## config.mk

```make
export PLATFORM = sky130hd
export DESIGN_NAME = ad_reg_arbiter
export DESIGN_NICKNAME = d
export VERILOG_FILES = /design/src/rtl/ad_reg_arbiter_pkg.sv /design/src/rtl/rr_pick.sv /design/src/rtl/ad_reg_arbiter.sv
export SDC_FILE = /design/constraint.sdc
export NUM_CORES = 1
export LEC_CHECK = 0
export CAP_MARGIN = 15
export CELL_PAD_IN_SITES_DETAIL_PLACEMENT = 0
export CELL_PAD_IN_SITES_GLOBAL_PLACEMENT = 1
export CORE_MARGIN = 3
export CORE_UTILIZATION = 31
export DETAILED_ROUTE_END_ITERATION = 7
export GPL_ROUTABILITY_DRIVEN = 1
export PLACE_DENSITY_LB_ADDON = 0.1
export SLEW_MARGIN = 0
export SYNTH_ARGS = -nofsm -noshare
export SYNTH_HDL_FRONTEND = slang
export SYNTH_SLANG_ARGS = --single-unit
```

## constraint.sdc

```tcl
create_clock -name clk -period 2.6 [get_ports clk]
set_clock_uncertainty 0.15 [all_clocks]
set_input_delay 0.52 -clock clk [delete_from_list [all_inputs] [get_ports clk]]
set_output_delay 0.52 -clock clk [all_outputs]
set_load 0.02 [all_outputs]
```

## src/rtl/ad_reg_arbiter_pkg.sv

```systemverilog
// Shared constants for the A/D register-pair arbiter: FSM encodings,
// register target codes and the default data width.
package ad_reg_arbiter_pkg;

    typedef logic [1:0] state_t;

    localparam state_t IDLE   = 2'd0;
    localparam state_t GRANT  = 2'd1;
    localparam state_t LOCKED = 2'd2;

    localparam logic REG_A = 1'b0;
    localparam logic REG_D = 1'b1;

    localparam int DEFAULT_WIDTH = 16;

endpackage

```

## src/rtl/rr_pick.sv

```systemverilog
// Combinational round-robin search: the first set request at or above ptr,
// wrapping modulo N, is reported as idx; valid is high when any request is set.
module rr_pick #(
    parameter int N     = 4,
    parameter int PTR_W = (N > 1) ? $clog2(N) : 1
) (
    input  logic [N-1:0]     req,
    input  logic [PTR_W-1:0] ptr,
    output logic [PTR_W-1:0] idx,
    output logic             valid
);

    // rot[k] is the request that sits k places after ptr.
    logic [N-1:0] rot;

    genvar gi;
    generate
        for (gi = 0; gi < N; gi++) begin : g_rot
            assign rot[gi] = req[PTR_W'((int'(ptr) + gi) % N)];
        end
    endgenerate

    always_comb begin
        idx   = '0;
        valid = |req;
        for (int k = N - 1; k >= 0; k--) begin
            if (rot[k]) begin
                idx = PTR_W'((int'(ptr) + k) % N);
            end
        end
    end

endmodule

```

## src/rtl/ad_reg_arbiter.sv

```systemverilog
// Round-robin arbiter sharing one A/D register pair between NUM_REQ writers,
// with an optional lock that keeps ownership for back-to-back writes.
module ad_reg_arbiter
    import ad_reg_arbiter_pkg::*;
#(
    parameter int NUM_REQ = 4,
    parameter int WIDTH   = DEFAULT_WIDTH
) (
    input  logic                     clk,
    input  logic                     reset,
    input  logic [NUM_REQ-1:0]       req,
    input  logic [NUM_REQ-1:0]       req_sel,
    input  logic [NUM_REQ*WIDTH-1:0] req_data,
    input  logic [NUM_REQ-1:0]       req_lock,
    input  logic                     clr,
    output logic [NUM_REQ-1:0]       gnt,
    output logic [WIDTH-1:0]         a_out,
    output logic [WIDTH-1:0]         d_out,
    output logic                     busy
);

    localparam int PTR_W = $clog2(NUM_REQ);
    localparam logic [PTR_W-1:0] LAST = PTR_W'(NUM_REQ - 1);

    state_t           state_reg, state_next;
    logic [PTR_W-1:0] rr_ptr_reg, rr_ptr_next;
    logic [PTR_W-1:0] owner_reg, owner_next;
    logic [WIDTH-1:0] a_reg, d_reg;

    logic [WIDTH-1:0] data_arr [NUM_REQ];
    logic [PTR_W-1:0] win_idx;
    logic             win_valid;
    logic             wr_en;

    genvar gi;
    generate
        for (gi = 0; gi < NUM_REQ; gi++) begin : g_unpack
            assign data_arr[gi] = req_data[gi*WIDTH +: WIDTH];
        end
    endgenerate

    rr_pick #(
        .N     (NUM_REQ),
        .PTR_W (PTR_W)
    ) u_rr_pick (
        .req   (req),
        .ptr   (rr_ptr_reg),
        .idx   (win_idx),
        .valid (win_valid)
    );

    always_comb begin
        state_next  = state_reg;
        rr_ptr_next = rr_ptr_reg;
        owner_next  = owner_reg;
        gnt         = '0;
        wr_en       = 1'b0;
        case (state_reg)
            IDLE: begin
                if (win_valid && !clr) begin
                    owner_next = win_idx;
                    state_next = GRANT;
                end
            end
            GRANT: begin
                // A clear drops the pending write and leaves rr_ptr alone,
                // so the same requester wins the retry.
                if (clr) begin
                    state_next = IDLE;
                end else begin
                    gnt[owner_reg] = 1'b1;
                    wr_en          = 1'b1;
                    rr_ptr_next    = (owner_reg == LAST) ? '0 : owner_reg + PTR_W'(1);
                    state_next     = req_lock[owner_reg] ? LOCKED : IDLE;
                end
            end
            LOCKED: begin
                if (clr) begin
                    state_next = IDLE;
                end else begin
                    if (req[owner_reg]) begin
                        gnt[owner_reg] = 1'b1;
                        wr_en          = 1'b1;
                    end
                    state_next = req_lock[owner_reg] ? LOCKED : IDLE;
                end
            end
            default: state_next = IDLE;
        endcase
    end

    always_ff @(posedge clk or negedge reset) begin
        if (!reset) begin
            state_reg  <= IDLE;
            rr_ptr_reg <= '0;
            owner_reg  <= '0;
        end else begin
            state_reg  <= state_next;
            rr_ptr_reg <= rr_ptr_next;
            owner_reg  <= owner_next;
        end
    end

    always_ff @(posedge clk or negedge reset) begin
        if (!reset) begin
            a_reg <= '0;
            d_reg <= '0;
        end else if (clr) begin
            a_reg <= '0;
            d_reg <= '0;
        end else if (wr_en) begin
            if (req_sel[owner_reg] == REG_D) begin
                d_reg <= data_arr[owner_reg];
            end else begin
                a_reg <= data_arr[owner_reg];
            end
        end
    end

    assign a_out = a_reg;
    assign d_out = d_reg;
    assign busy  = (state_reg != IDLE);

endmodule

```

; Yosys cells after proc, flatten, opt, wreduce, memory -nomap -nowiden
; Index checks and enable logic that the tools add are counted.
[totals]
rom_bits = 0
latch_bits = 0
mem_count = 0
reg_bits = 38
ram_bits = 0
[classes]
addsub = 4
div_mod_pow = 0
muxes = 46
bitwise_logic = 2
shifts = 0
n_lt_le_gt_ge = 7
mul = 0
n_eq_ne = 5
n_reduce_logical = 13
[op_table]
columns = cell, count
row1 = $mux W16, 8
row2 = $bmux W16 S2, 1
row3 = $lt A2 B4 Y1 const B, 4
row4 = $mux W2, 8
row5 = $mux W1, 15
row6 = $bmux W1 S2, 7
row7 = $mux W4, 3
row8 = $pmux W4 S2, 1
row9 = $reduce_and A2 Y1, 4
row10 = $reduce_bool A2 Y1, 3
row11 = $add A2 B1 Y2 const B, 2
row12 = $add A2 B2 Y2 const B, 2
row13 = $eq A2 B2 Y1 const B, 2
row14 = $ne A2 B2 Y1 const B, 2
row15 = $pmux W2 S2, 1
row16 = $reduce_or A4 Y1, 1
row17 = $ge A3 B3 Y1 const B, 1
row18 = $lt A2 B3 Y1 const B, 1
row19 = $not A2 Y3, 1
row20 = $demux W1 S2, 1
row21 = $eq A2 B1 Y1 const B, 1
row22 = $ge A2 B1 Y1 const B, 1
row23 = $logic_and A1 B1 Y1, 2
row24 = $logic_not A2 Y1, 1
row25 = 4 further kinds, 4

; Longest topological paths before layout
; Gate-level depths: netlist (run 1).
[logic_depth]
word_depth = 8
mapped_depth = 8
depth_no_buf = 6

; Cells and area by module
; Synthesis (run 1) repeated with hierarchy kept, for this count alone.
[hier_totals]
cells_unflattened = 202
area_unflattened_um2 = 2457.4
[by_module_without_submodules]
columns = module, n_inst, seq_area_each_um2, cells_each, area_each_um2
row1 = ad_reg_arbiter, 1, 950.9, 189, 2379.8
row2 = rr_pick, 1, 0.0, 13, 77.6

; Worst setup path before layout (run 1)
; Ideal clock, no wire load.
[synth_timing]
path_kind = register to output
start = register state_reg[0]
end = output port gnt[0]
path_stages_with_launch = 7
path_slack_ns = 0.309
t_arrival_ns = 1.621
t_required_ns = 1.930
cell_sequence = dfrtp_1 inv_1 ha_1 nand2b_1 o32ai_2 nor2_1 nor2b_1
[synth_between]
elab_chain_cells = 2
[synth_rtl]
columns = item, line
row1 = from (decl), ad_reg_arbiter.sv:25  ; state_t state_reg, state_next;
row2 = from (signal assigned), ad_reg_arbiter.sv:98  ; state_reg <= state_next;
row3 = $eq A2 B2 Y1 or $eq A2 B1 Y1 (tied branches), ad_reg_arbiter.sv:58  ; case (state_reg)
row4 = $pmux W4 S2 (*), ad_reg_arbiter.sv:58
row5 = to (decl), ad_reg_arbiter.sv:16  ; output logic [NUM_REQ-1:0] gnt,
; Every way passes the cells marked *; elsewhere a longest branch is shown, timed or not.

; Worst setup path after layout (run 1)
[layout_timing]
start = input port clr
end = output port gnt[1]
[layout_between]
elab_chain_cells = 2
[layout_rtl]
columns = item, line
row1 = from (decl), ad_reg_arbiter.sv:15  ; input logic clr,
row2 = "$mux W4, on equally long branches", "ad_reg_arbiter.sv:78, ad_reg_arbiter.sv:68"
row3 = $pmux W4 S2 (*), ad_reg_arbiter.sv:58
; Marks and branches as above.

==> run metrics, run 1 <==
DRC violations left 0; end point of the most critical hold path a_out[8]$_DFFE_PN0P_; clk slew on worst S/H paths 0.08 ns; number of failing hold endpoints at the final stage 0; Setup-failing EPs final 0; category of the worst setup path launch point input port; run status completed; overall overflow remaining after global route 0; core area 7410 um^2; area occupied by registers 951 um^2; Core Rows 31; root buffer cell clkbuf_8; Cell variety after synth 28; Rel. slew slack 50.6%; fill cell count 656; min cycle time layout 2.48 ns; clock latency on the worst-skew pair 0.29 ns; placer's final routability congestion estimate 0.731; depth of the worst register-to-register path 6; highest clock frequency the design can meet 403 MHz; die area 8920 um^2; maximum resistive drop on vdd 0.336 mV; WHS Path Cells 2; starting utilization of the core area 32.7%; startpoint of the lowest-slack register-to-register path owner_reg[0]$_DFFE_PN0P_; final cycle utilization of the critical path 95.4%; count of vias placed by the detailed router 2,015; met2 wire len 3260 um; number of sinks on the clock net 38; Via density 4.68; Worst Min Path Start a_out[8]$_DFFE_PN0P_; Power per Cell Area 725 nW/um^2; number of I/O pins 116; post-layout net count 417; count of buffers inserted at the top-level ports 115; critical path endpoint category output port; Syn-to-layout area delta 62.2%; Cells after Synth 198; number of inserted diodes 0; total routed wire length on the met1 layer 2930 um; clock tree from TritonCTS yes; FF+latch count, synth 38; type of the worst setup path input port to output port; final slew viol count 0; wirelength, routed 6660 um; count of antenna-violating nets left after detailed routing 0; overall power of the completed layout 2.85 mW; maximum fanout encountered on the critical timing path 4; Worst EP required 1.93 ns; met3 WL post-DR 448 um; overall die height 94.5 um; post-synth net total 284; mean instance size in the synthesized netlist 12.3 um^2; DRT Pass-1 Iters 6; worst-margin pin slew 0.739 ns; top routing layer used met4; first-pass GRT wire length 10,600 um; Detail Placement HPWL 5280 um; fraction of layout instances using a drive strength above 1 17.8%; R2R setup slack 0.22 ns; most common cell after layout, fill and taps aside clkdlybuf4s50_1; number of buffers added by the clock tree synthesis step 5; die extent in x 94.5 um; endpoint arrival time on the critical path 1.81 ns; routed length per placed instance 15.5 um; worst hold margin 0.390 ns; Critical R2R Capture a_out[11]$_DFFE_PN0P_; total of warnings raised by yosys 0; commonest cells after routing, fill and taps aside 110 x clkdlybuf4s50_1, 51 x nand2b_1, 38 x dfrtp_1; global-route total usage across every layer 15.3%; number of global-route vias before repair 2,109; level count of the clock H-tree 2; number of antenna violations at the first check in global routing 0; Post-Syn Area 2430 um^2; number of max-capacitance violations reported 0; leak pwr 1.79 nW; initial detailed-routing violation count 48; path category of the worst min-delay check register to register; largest net degree at the start of global routing 51; sequential share of the synthesized area 39.2%; multi-input logic area 1390 um^2; buffer levels on the longest clock path 2
[per-layer routing]
metal | global-route usage, % | vias up
li1 | - | 975
met1 | 20.5 | 974
met2 | 25.0 | 64
met3 | 3.98 | 2
met4 | 3.25 | 0
met5 | 0 | -
[logic make-up (layout without fill, tap and decap cells)]
logic type	after synthesis	count (layout)	share of synthesized area [%]
compound gates	13	13	4.49
fa+ha+maj	7	7	3.61
buf+inv	19	153	4.33
flops	38	38	39.2
mux	55	55	32.0
simple gates	66	66	16.3
[metrics by stage]
| step | utilization [%] | TNS [ns] | cells | setup WS [ns] | instance area [um^2] |
|---|---|---|---|---|---|
| detailed placement | 51.0 | -1.44 | 421 | -0.372 | 3780 |
| floorplan | - | 0 | 198 | 0.309 | 2430 |
| CTS | 52.8 | 0 | 430 | 0.0506 | 3910 |
| global placement | 51.0 | -1.30 | 421 | -0.327 | 3780 |
| finish | 53.1 | 0 | 431 | 0.120 | 3940 |
| global route | 53.1 | -0.00127 | 431 | -0.00127 | 3940 |
[how the worst max path moves through the flow]
| stage | slack, ns | depth (start not counted) | to | start |
|---|---|---|---|---|
| finish | 0.12 | 6 | gnt[1] | clr |
| global route | -0.001 | 6 | gnt[0] | clr |
| CTS | 0.05 | 7 | gnt[0] | state_reg[0]$_DFFE_PN0P_ |
| detailed placement | -0.37 | 6 | gnt[0] | clr |
| global placement | -0.33 | 6 | gnt[1] | clr |
| floorplan | 0.31 | 6 | gnt[0] | state_reg[0]$_DFFE_PN0P_ |
[synth_stat cells (all sizes together)]
cell	n	area share, %
o32ai	2	1.0
a21o	1	0.31
mux4	18	17
a21oi	2	0.41
mux2	1	0.46
nand2	3	0.46
nor4	1	0.26
nor2b	4	1.0
dfrtp	38	39
o21bai	1	0.31
ha	7	3.6
buf	7	2.5
inv	7	1.1
nand4bb	1	0.46
clkbuf	5	0.77
o21a	1	0.31
o21ai	3	1.1
mux2i	36	15
nand2b	51	13
nor2	5	0.77
o31ai	1	0.31
nor3	1	0.21
o221ai	2	0.72
[cell type report]
| cell class | count | share of cell area, % |
|---|---|---|
| Tap cell | 99 | 3.15 |
| Clock buffer | 6 | 2.10 |
| Timing Repair Buffer | 138 | 33.1 |
| Sequential cell | 38 | 24.2 |
| Clock inverter | 2 | 1.53 |
| Multi-Input combinational cell | 141 | 35.3 |
| Inverter | 7 | 0.668 |
[power by group]
part | internal, mW | switching [mW] | leakage (nW) | total (mW)
Sequential | 0.693 | 0.0853 | 0.520 | 0.779
Combinational | 0.795 | 0.659 | 1.20 | 1.45
Clock | 0.409 | 0.210 | 0.0714 | 0.619
Total | 1.90 | 0.954 | 1.79 | 2.85
[critical path, cell delays in order]
cell,delay [ns]
clkdlybuf4s50_1,0.43
nand2b_1,0.18
o32ai_2,0.30
nor2_2,0.09
nor2b_1,0.12
buf_2,0.17
[timing repair]
action,CTS,global route
hold endpoints to repair,14,0
pin swaps,0,1
resized for setup,16,3
buffers inserted,0,1
hold buffers,1,0
setup endpoints to repair,4,4
Power figures use the tool's default switching activity.
==> run 2: changes to the inputs <==
--- a/config.mk
+++ b/config.mk
@@ -5,11 +5,12 @@
 export SDC_FILE = /design/constraint.sdc
 export NUM_CORES = 1
 export LEC_CHECK = 0
-export CAP_MARGIN = 15
+export CAP_MARGIN = 20
 export CELL_PAD_IN_SITES_DETAIL_PLACEMENT = 0
 export CELL_PAD_IN_SITES_GLOBAL_PLACEMENT = 1
 export CORE_MARGIN = 3
-export CORE_UTILIZATION = 31
+export CORE_UTILIZATION = 32
+export CTS_BUF_LIST = sky130_fd_sc_hd__clkbuf_2 sky130_fd_sc_hd__clkbuf_4 sky130_fd_sc_hd__clkbuf_8
 export DETAILED_ROUTE_END_ITERATION = 7
 export GPL_ROUTABILITY_DRIVEN = 1
 export PLACE_DENSITY_LB_ADDON = 0.1
==> run 2 against run 1 <==
Against the previous run:
- via count shrank 0.30%
- final area shrank 0.51%
- global-route usage shrank 0.32 points
- largest power group unchanged
- sequential share of layout area grew 0.12 points
- core utilization grew 0.57 points
- worst setup slack lost 0.033 ns
- non-clock buffer count is the same
- worst hold slack lost 0.027 ns
- fmax shrank 1.3%
- critical path depth is the same
- clock power shrank 32%
==> run metrics, run 2 (same netlist as run 1, synthesis figures left out) <==
run status completed; Syn-to-layout area delta 61.4%; placer's final routability congestion estimate 0.748 (+2.3%); overall die height 93.1 um (-1.5%); category of the worst setup path launch point input port; number of sinks on the clock net 38 (unchanged); min cycle time layout 2.51 ns (+0.0331 ns); R2R setup slack 0.32 ns (+0.10 ns); global-route total usage across every layer 15.0% (-0.32 points); overall power of the completed layout 2.66 mW (-6.9%); root buffer cell clkbuf_8; buffer levels on the longest clock path 2 (unchanged); final cycle utilization of the critical path 96.7% (+1.3 points); Worst EP required 1.93 ns (about the same); Power per Cell Area 678 nW/um^2 (-6.4%); number of failing hold endpoints at the final stage 0 (unchanged); slowest library cell on the worst path clkdlybuf4s50_1; leak pwr 1.79 nW (-0.45%); Layout Cells excl Fill 431 (unchanged); count of vias placed by the detailed router 2,009 (-0.30%); Fin Setup TNS 0 ns (unchanged); maximum resistive drop on vdd 0.360 mV (+7.0%); number of antenna violations at the first check in global routing 0 (unchanged); count of buffers inserted at the top-level ports 115 (unchanged); number of inserted diodes 0 (unchanged); wirelength, routed 6440 um (-3.3%); endpoint arrival time on the critical path 1.84 ns (+0.03 ns); starting utilization of the core area 33.3% (+0.52 points); maximum fanout encountered on the critical timing path 4 (unchanged); fraction of layout instances using a drive strength above 1 18.4% (+0.60 points); die extent in x 93.1 um (-1.5%); DRT Pass-1 Iters 4 (-2); type of the worst setup path input port to output port; Via density 4.66 (-0.30%); die area 8660 um^2 (-2.9%); core area 7290 um^2 (-1.6%); Placed Cells 420 (-0.24%); largest net degree at the start of global routing 51 (unchanged); critical path endpoint category output port; worst-margin pin slew 0.439 ns (-0.300 ns); worst hold margin 0.363 ns (-0.0266 ns); DRC violations left 0 (unchanged); cells traversed along the worst timing path clkdlybuf4s50_1, nand2b_4, o32ai_2, nor2_2, nor2b_1, buf_4; clock tree from TritonCTS yes; final slew viol count 0 (unchanged); most common cell after layout, fill and taps aside clkdlybuf4s50_1; number of max-capacitance violations reported 0 (unchanged); cell family contributing the most delay on the critical path buffers and inverters; peak per-stage delay on the critical path 0.44 ns (about the same); Core Rows 31 (unchanged); number of global-route vias before repair 2,096 (-0.62%); level count of the clock H-tree 2 (unchanged); path category of the worst min-delay check register to register; first-pass GRT wire length 10,200 um (-3.3%); clock latency on the worst-skew pair 0.28 ns (about the same); Rel. slew slack 70.5% (+20 points); routed length per placed instance 14.9 um (-3.3%); number of buffers added by the clock tree synthesis step 5 (unchanged); commonest cells after routing, fill and taps aside 110 x clkdlybuf4s50_1, 50 x nand2b_1, 38 x dfrtp_1; Detail Placement HPWL 4990 um (-5.5%); number of I/O pins 116 (unchanged); initial detailed-routing violation count 53 (+10%); count of antenna-violating nets left after detailed routing 0 (unchanged); clk slew on worst S/H paths 0.07 ns (about the same); highest clock frequency the design can meet 398 MHz (-1.3%); number of buffer and inverter instances along the worst setup path 2 (unchanged); Setup-failing EPs final 0 (unchanged); post-layout net count 417 (unchanged); overall overflow remaining after global route 0 (unchanged)
-- run 2: metal layers --
layer	part of all wire, %	GRT usage (%)	vias to the layer above
li1	-	-	970
met1	44	19.3	970
met2	50	25.6	67
met3	6.5	3.54	2
met4	0.39	3.30	0
met5	0	0	-
-- run 2: tightest hold or removal path: stages, from the launching register on --
cell and delay [ns]:
dfrtp_1 0.37, nand2_1 0.06, o31ai_1 0.05
-- run 2: what timing repair did --
item	CTS	global route
gates cloned	0	0
hold endpoints to repair	14	0
resized for setup	17	6
pin swaps	1	2
hold buffers	1	0
setup endpoints to repair	4	4
setup buffers	1	1
-- run 2: path summary, 6_finish.rpt --
path	start	to	depth (start not counted)
max in group asynchronous	reset	state_reg[1]$_DFFE_PN0P_	3
worst max-delay path	clr	gnt[2]	6
worst min register to register	rr_ptr_reg[0]$_DFFE_PN0N_	rr_ptr_reg[0]$_DFFE_PN0N_	2
min in group asynchronous	reset	d_out[8]$_DFFE_PN0P_	2
worst max register to register	owner_reg[0]$_DFFE_PN0P_	a_out[4]$_DFFE_PN0P_	5
worst min-delay path	rr_ptr_reg[0]$_DFFE_PN0N_	rr_ptr_reg[0]$_DFFE_PN0N_	2
-- run 2: power breakdown --
part	internal, mW	switching (mW)	total (mW)	leakage [nW]
registers	0.694	0.0827	0.776	0.520
clock network	0.224	0.195	0.420	0.0517
logic	0.801	0.659	1.46	1.21
-- run 2: cell type report --
type	instances	area [um^2]
Inverter	7	26.3
Clock buffer	7	90.1
Multi-Input combinational cell	141	1400
Sequential cell	38	951
Timing Repair Buffer	138	1320
Clock inverter	1	5.00
Fill cell	721	3380
Tap cell	99	124
-- run 2: per-stage QoR --
| step | util [%] | worst slack, ns | area [um^2] |
|---|---|---|---|
| 3_3_place_gp | 51.9 | -0.344 | 3780 |
| 2_1_floorplan | - | 0.309 | 2430 |
| 3_5_place_dp | 51.9 | -0.413 | 3780 |
| 5_1_grt | 53.7 | -0.000772 | 3920 |
| 4_1_cts | 53.2 | 0.0711 | 3880 |
| 6_report | 53.7 | 0.0871 | 3920 |
==> run 3: changes to the inputs <==
--- a/config.mk
+++ b/config.mk
@@ -11,10 +11,11 @@
 export CORE_MARGIN = 3
 export CORE_UTILIZATION = 32
 export CTS_BUF_LIST = sky130_fd_sc_hd__clkbuf_2 sky130_fd_sc_hd__clkbuf_4 sky130_fd_sc_hd__clkbuf_8
+export CTS_CLUSTER_SIZE = 40
 export DETAILED_ROUTE_END_ITERATION = 7
 export GPL_ROUTABILITY_DRIVEN = 1
+export MAX_ROUTING_LAYER = met4
 export PLACE_DENSITY_LB_ADDON = 0.1
-export SLEW_MARGIN = 0
 export SYNTH_ARGS = -nofsm -noshare
 export SYNTH_HDL_FRONTEND = slang
 export SYNTH_SLANG_ARGS = --single-unit
==> run 3 against run 2 <==
Against the previous run:
- flip-flop and latch count did not move
- global-route usage increased by 0.34 points
- die area did not move
- worst hold slack barely moved
- clock power about the same
- fmax hardly changed
- via count unchanged
- routed wire length barely moved
- sequential share of layout area is essentially flat
- register-to-register slack better by 0.02 ns
- first-iteration DRC count shrank 17%
- largest power group unchanged
==> run metrics, run 3 (same netlist as run 1, synthesis figures left out) <==
peak per-stage delay on the critical path 0.44 ns (about the same); path category of the worst min-delay check register to register; maximum fanout encountered on the critical timing path 4 (unchanged); Syn-to-layout area delta 61.3% (about the same); Via density 4.66 (unchanged); global-route total usage across every layer 15.3% (+0.34 points); cells traversed along the worst timing path clkdlybuf4s50_1, nand2b_4, o32ai_2, nor2_2, nor2b_1, buf_4; fraction of layout instances using a drive strength above 1 18.4% (unchanged); critical path endpoint category output port; root buffer cell clkbuf_8; count of antenna-violating nets left after detailed routing 0 (unchanged); Layout Cells excl Fill 431 (unchanged); part of the total power dissipated in the clock network 15.8% (about the same); overall overflow remaining after global route 0 (unchanged); type of the worst setup path input port to output port; most common cell after layout, fill and taps aside clkdlybuf4s50_1; Fin Setup TNS 0 ns (unchanged); number of failing hold endpoints at the final stage 0 (unchanged); initial detailed-routing violation count 44 (-17%); buffer levels on the longest clock path 2 (unchanged); die area 8660 um^2 (unchanged); maximum resistive drop on vdd 0.360 mV (-0.10%); wirelength, routed 6440 um (about the same); run status completed; Rel. slew slack 70.4% (-0.17 points); number of global-route vias before repair 2,097 (+0.048%); switching share of total power 35.3% (about the same); number of inserted diodes 0 (unchanged); sequential share of power 29.2% (about the same); largest net degree at the start of global routing 51 (unchanged); switching power total 0.937 mW (about the same); min cycle time layout 2.51 ns (-0.000720 ns); DRC violations left 0 (unchanged); fraction of met2 tracks used by global routing 25.6% (+0.060 points); Power per Cell Area 678 nW/um^2 (about the same); met1 Resource Use GR 19.3% (unchanged); Worst EP required 1.93 ns (about the same); starting utilization of the core area 33.3% (unchanged); clk slew on worst S/H paths 0.07 ns (about the same); count of vias placed by the detailed router 2,009 (unchanged); overall power of the completed layout 2.66 mW (about the same); post-layout net count 417 (unchanged); endpoint arrival time on the critical path 1.84 ns (about the same); core area 7290 um^2 (unchanged); Placed Cells 420 (unchanged); number of buffers added by the clock tree synthesis step 5 (unchanged); category of the worst setup path launch point input port; Detail Placement HPWL 4990 um (unchanged); Setup-failing EPs final 0 (unchanged); Design Area, Final 3910 um^2 (about the same); highest clock frequency the design can meet 398 MHz (about the same); number of antenna violations at the first check in global routing 0 (unchanged); final cycle utilization of the critical path 96.6% (about the same); level count of the clock H-tree 2 (unchanged); placer's final routability congestion estimate 0.757 (+1.3%); placed standard-cell area 3780 um^2 (unchanged); total internal power 1.72 mW (about the same); slowest library cell on the worst path clkdlybuf4s50_1; routed length per placed instance 14.9 um (about the same); final slew viol count 0 (unchanged); leak pwr 1.79 nW (about the same); DRT Pass-1 Iters 4 (unchanged); first-pass GRT wire length 10,200 um (unchanged); clock latency on the worst-skew pair 0.28 ns (about the same); number of max-capacitance violations reported 0 (unchanged); worst-margin pin slew 0.441 ns (+0.00252 ns); fill cell count 721 (unchanged); busiest layer in global routing met2; Core Rows 31 (unchanged); power share of the combinational group 54.9% (about the same); die extent in x 93.1 um (unchanged); count of buffers inserted at the top-level ports 115 (unchanged); clock tree from TritonCTS yes; number of sinks on the clock net 38 (unchanged); GR Util met3 3.14% (-0.40 points); overall die height 93.1 um (unchanged); commonest cells after routing, fill and taps aside 110 x clkdlybuf4s50_1, 50 x nand2b_1, 38 x dfrtp_1; number of I/O pins 116 (unchanged)
==> run 3: cell counts in the layout (fill, tap and decap cells not counted) <==
Identical to the previous run, type by type.
==> run 3: worst paths after layout <==
kind                                                 from                        end  slack, ns  depth (start not counted)
worst max-delay path                                  clr                     gnt[2]       0.09                          6
worst min-delay path            rr_ptr_reg[0]$_DFFE_PN0N_  rr_ptr_reg[0]$_DFFE_PN0N_       0.36                          2
worst max register to register   owner_reg[0]$_DFFE_PN0P_       a_out[4]$_DFFE_PN0P_       0.34                          5
worst min register to register  rr_ptr_reg[0]$_DFFE_PN0N_  rr_ptr_reg[0]$_DFFE_PN0N_       0.36                          2
max in group asynchronous                           reset   state_reg[1]$_DFFE_PN0P_       1.14                          3
min in group asynchronous                           reset       d_out[8]$_DFFE_PN0P_       0.52                          2
==> run 3: cell type report <==
type | instances | area, um^2 | share of cell area [%]
clock buffers | 7 | 90.1 | 2.30
well taps | 99 | 124 | 3.16
flip-flops and latches | 38 | 951 | 24.3
inverters | 7 | 26.3 | 0.671
multi-input cells | 141 | 1400 | 35.7
repair buffers | 138 | 1320 | 33.7
clock inverters | 1 | 5.00 | 0.128
==> run 3: metrics by stage <==
| step | setup WS [ns] | util (%) | hold WS (ns) |
|---|---|---|---|
| 2_1_floorplan | 0.309 | - | 0.0744 |
| 3_3_place_gp | -0.344 | 51.9 | 0.285 |
| 3_5_place_dp | -0.413 | 51.9 | 0.291 |
| 4_1_cts | 0.0711 | 53.2 | 0.372 |
| 5_1_grt | -0.000772 | 53.7 | 0.402 |
| 6_report | 0.0878 | 53.7 | 0.363 |
==> run 3: per-layer routing <==
| layer | share of wire [%] | vias to the layer above |
|---|---|---|
| met5 | 0 | - |
| met4 | 0.65 | 0 |
| met3 | 6.4 | 6 |
| met2 | 49 | 69 |
| met1 | 44 | 967 |
| li1 | - | 967 |
==> run 3: timing repair <==
item                                    in CTS  in global routing
endpoints found under the setup margin       4                  4
hold buffers                                 1                  0
hold endpoints to repair                    14                  0
gates resized for setup                     17                  5
pin swaps                                    1                  2
buffers inserted                             1                  1
==> run 3: power groups by stage <==
stage | clock network [mW] | registers (mW) | logic, mW
after floorplan | 0 | 0.849 | 0.825
after global placement | 0 | 0.786 | 1.44
after detailed placement | 0 | 0.789 | 1.44
after CTS | 0.437 | 0.778 | 1.44
after global routing | 0.458 | 0.794 | 1.59
final | 0.420 | 0.776 | 1.46
==> run 3: critical path: cells and delay by family <==
kind / cells / cell delay [ns]
AND/OR/NAND/NOR: 3 / 0.41
AO/OA/AOI/OAI: 1 / 0.31
buffers and inverters: 2 / 0.60
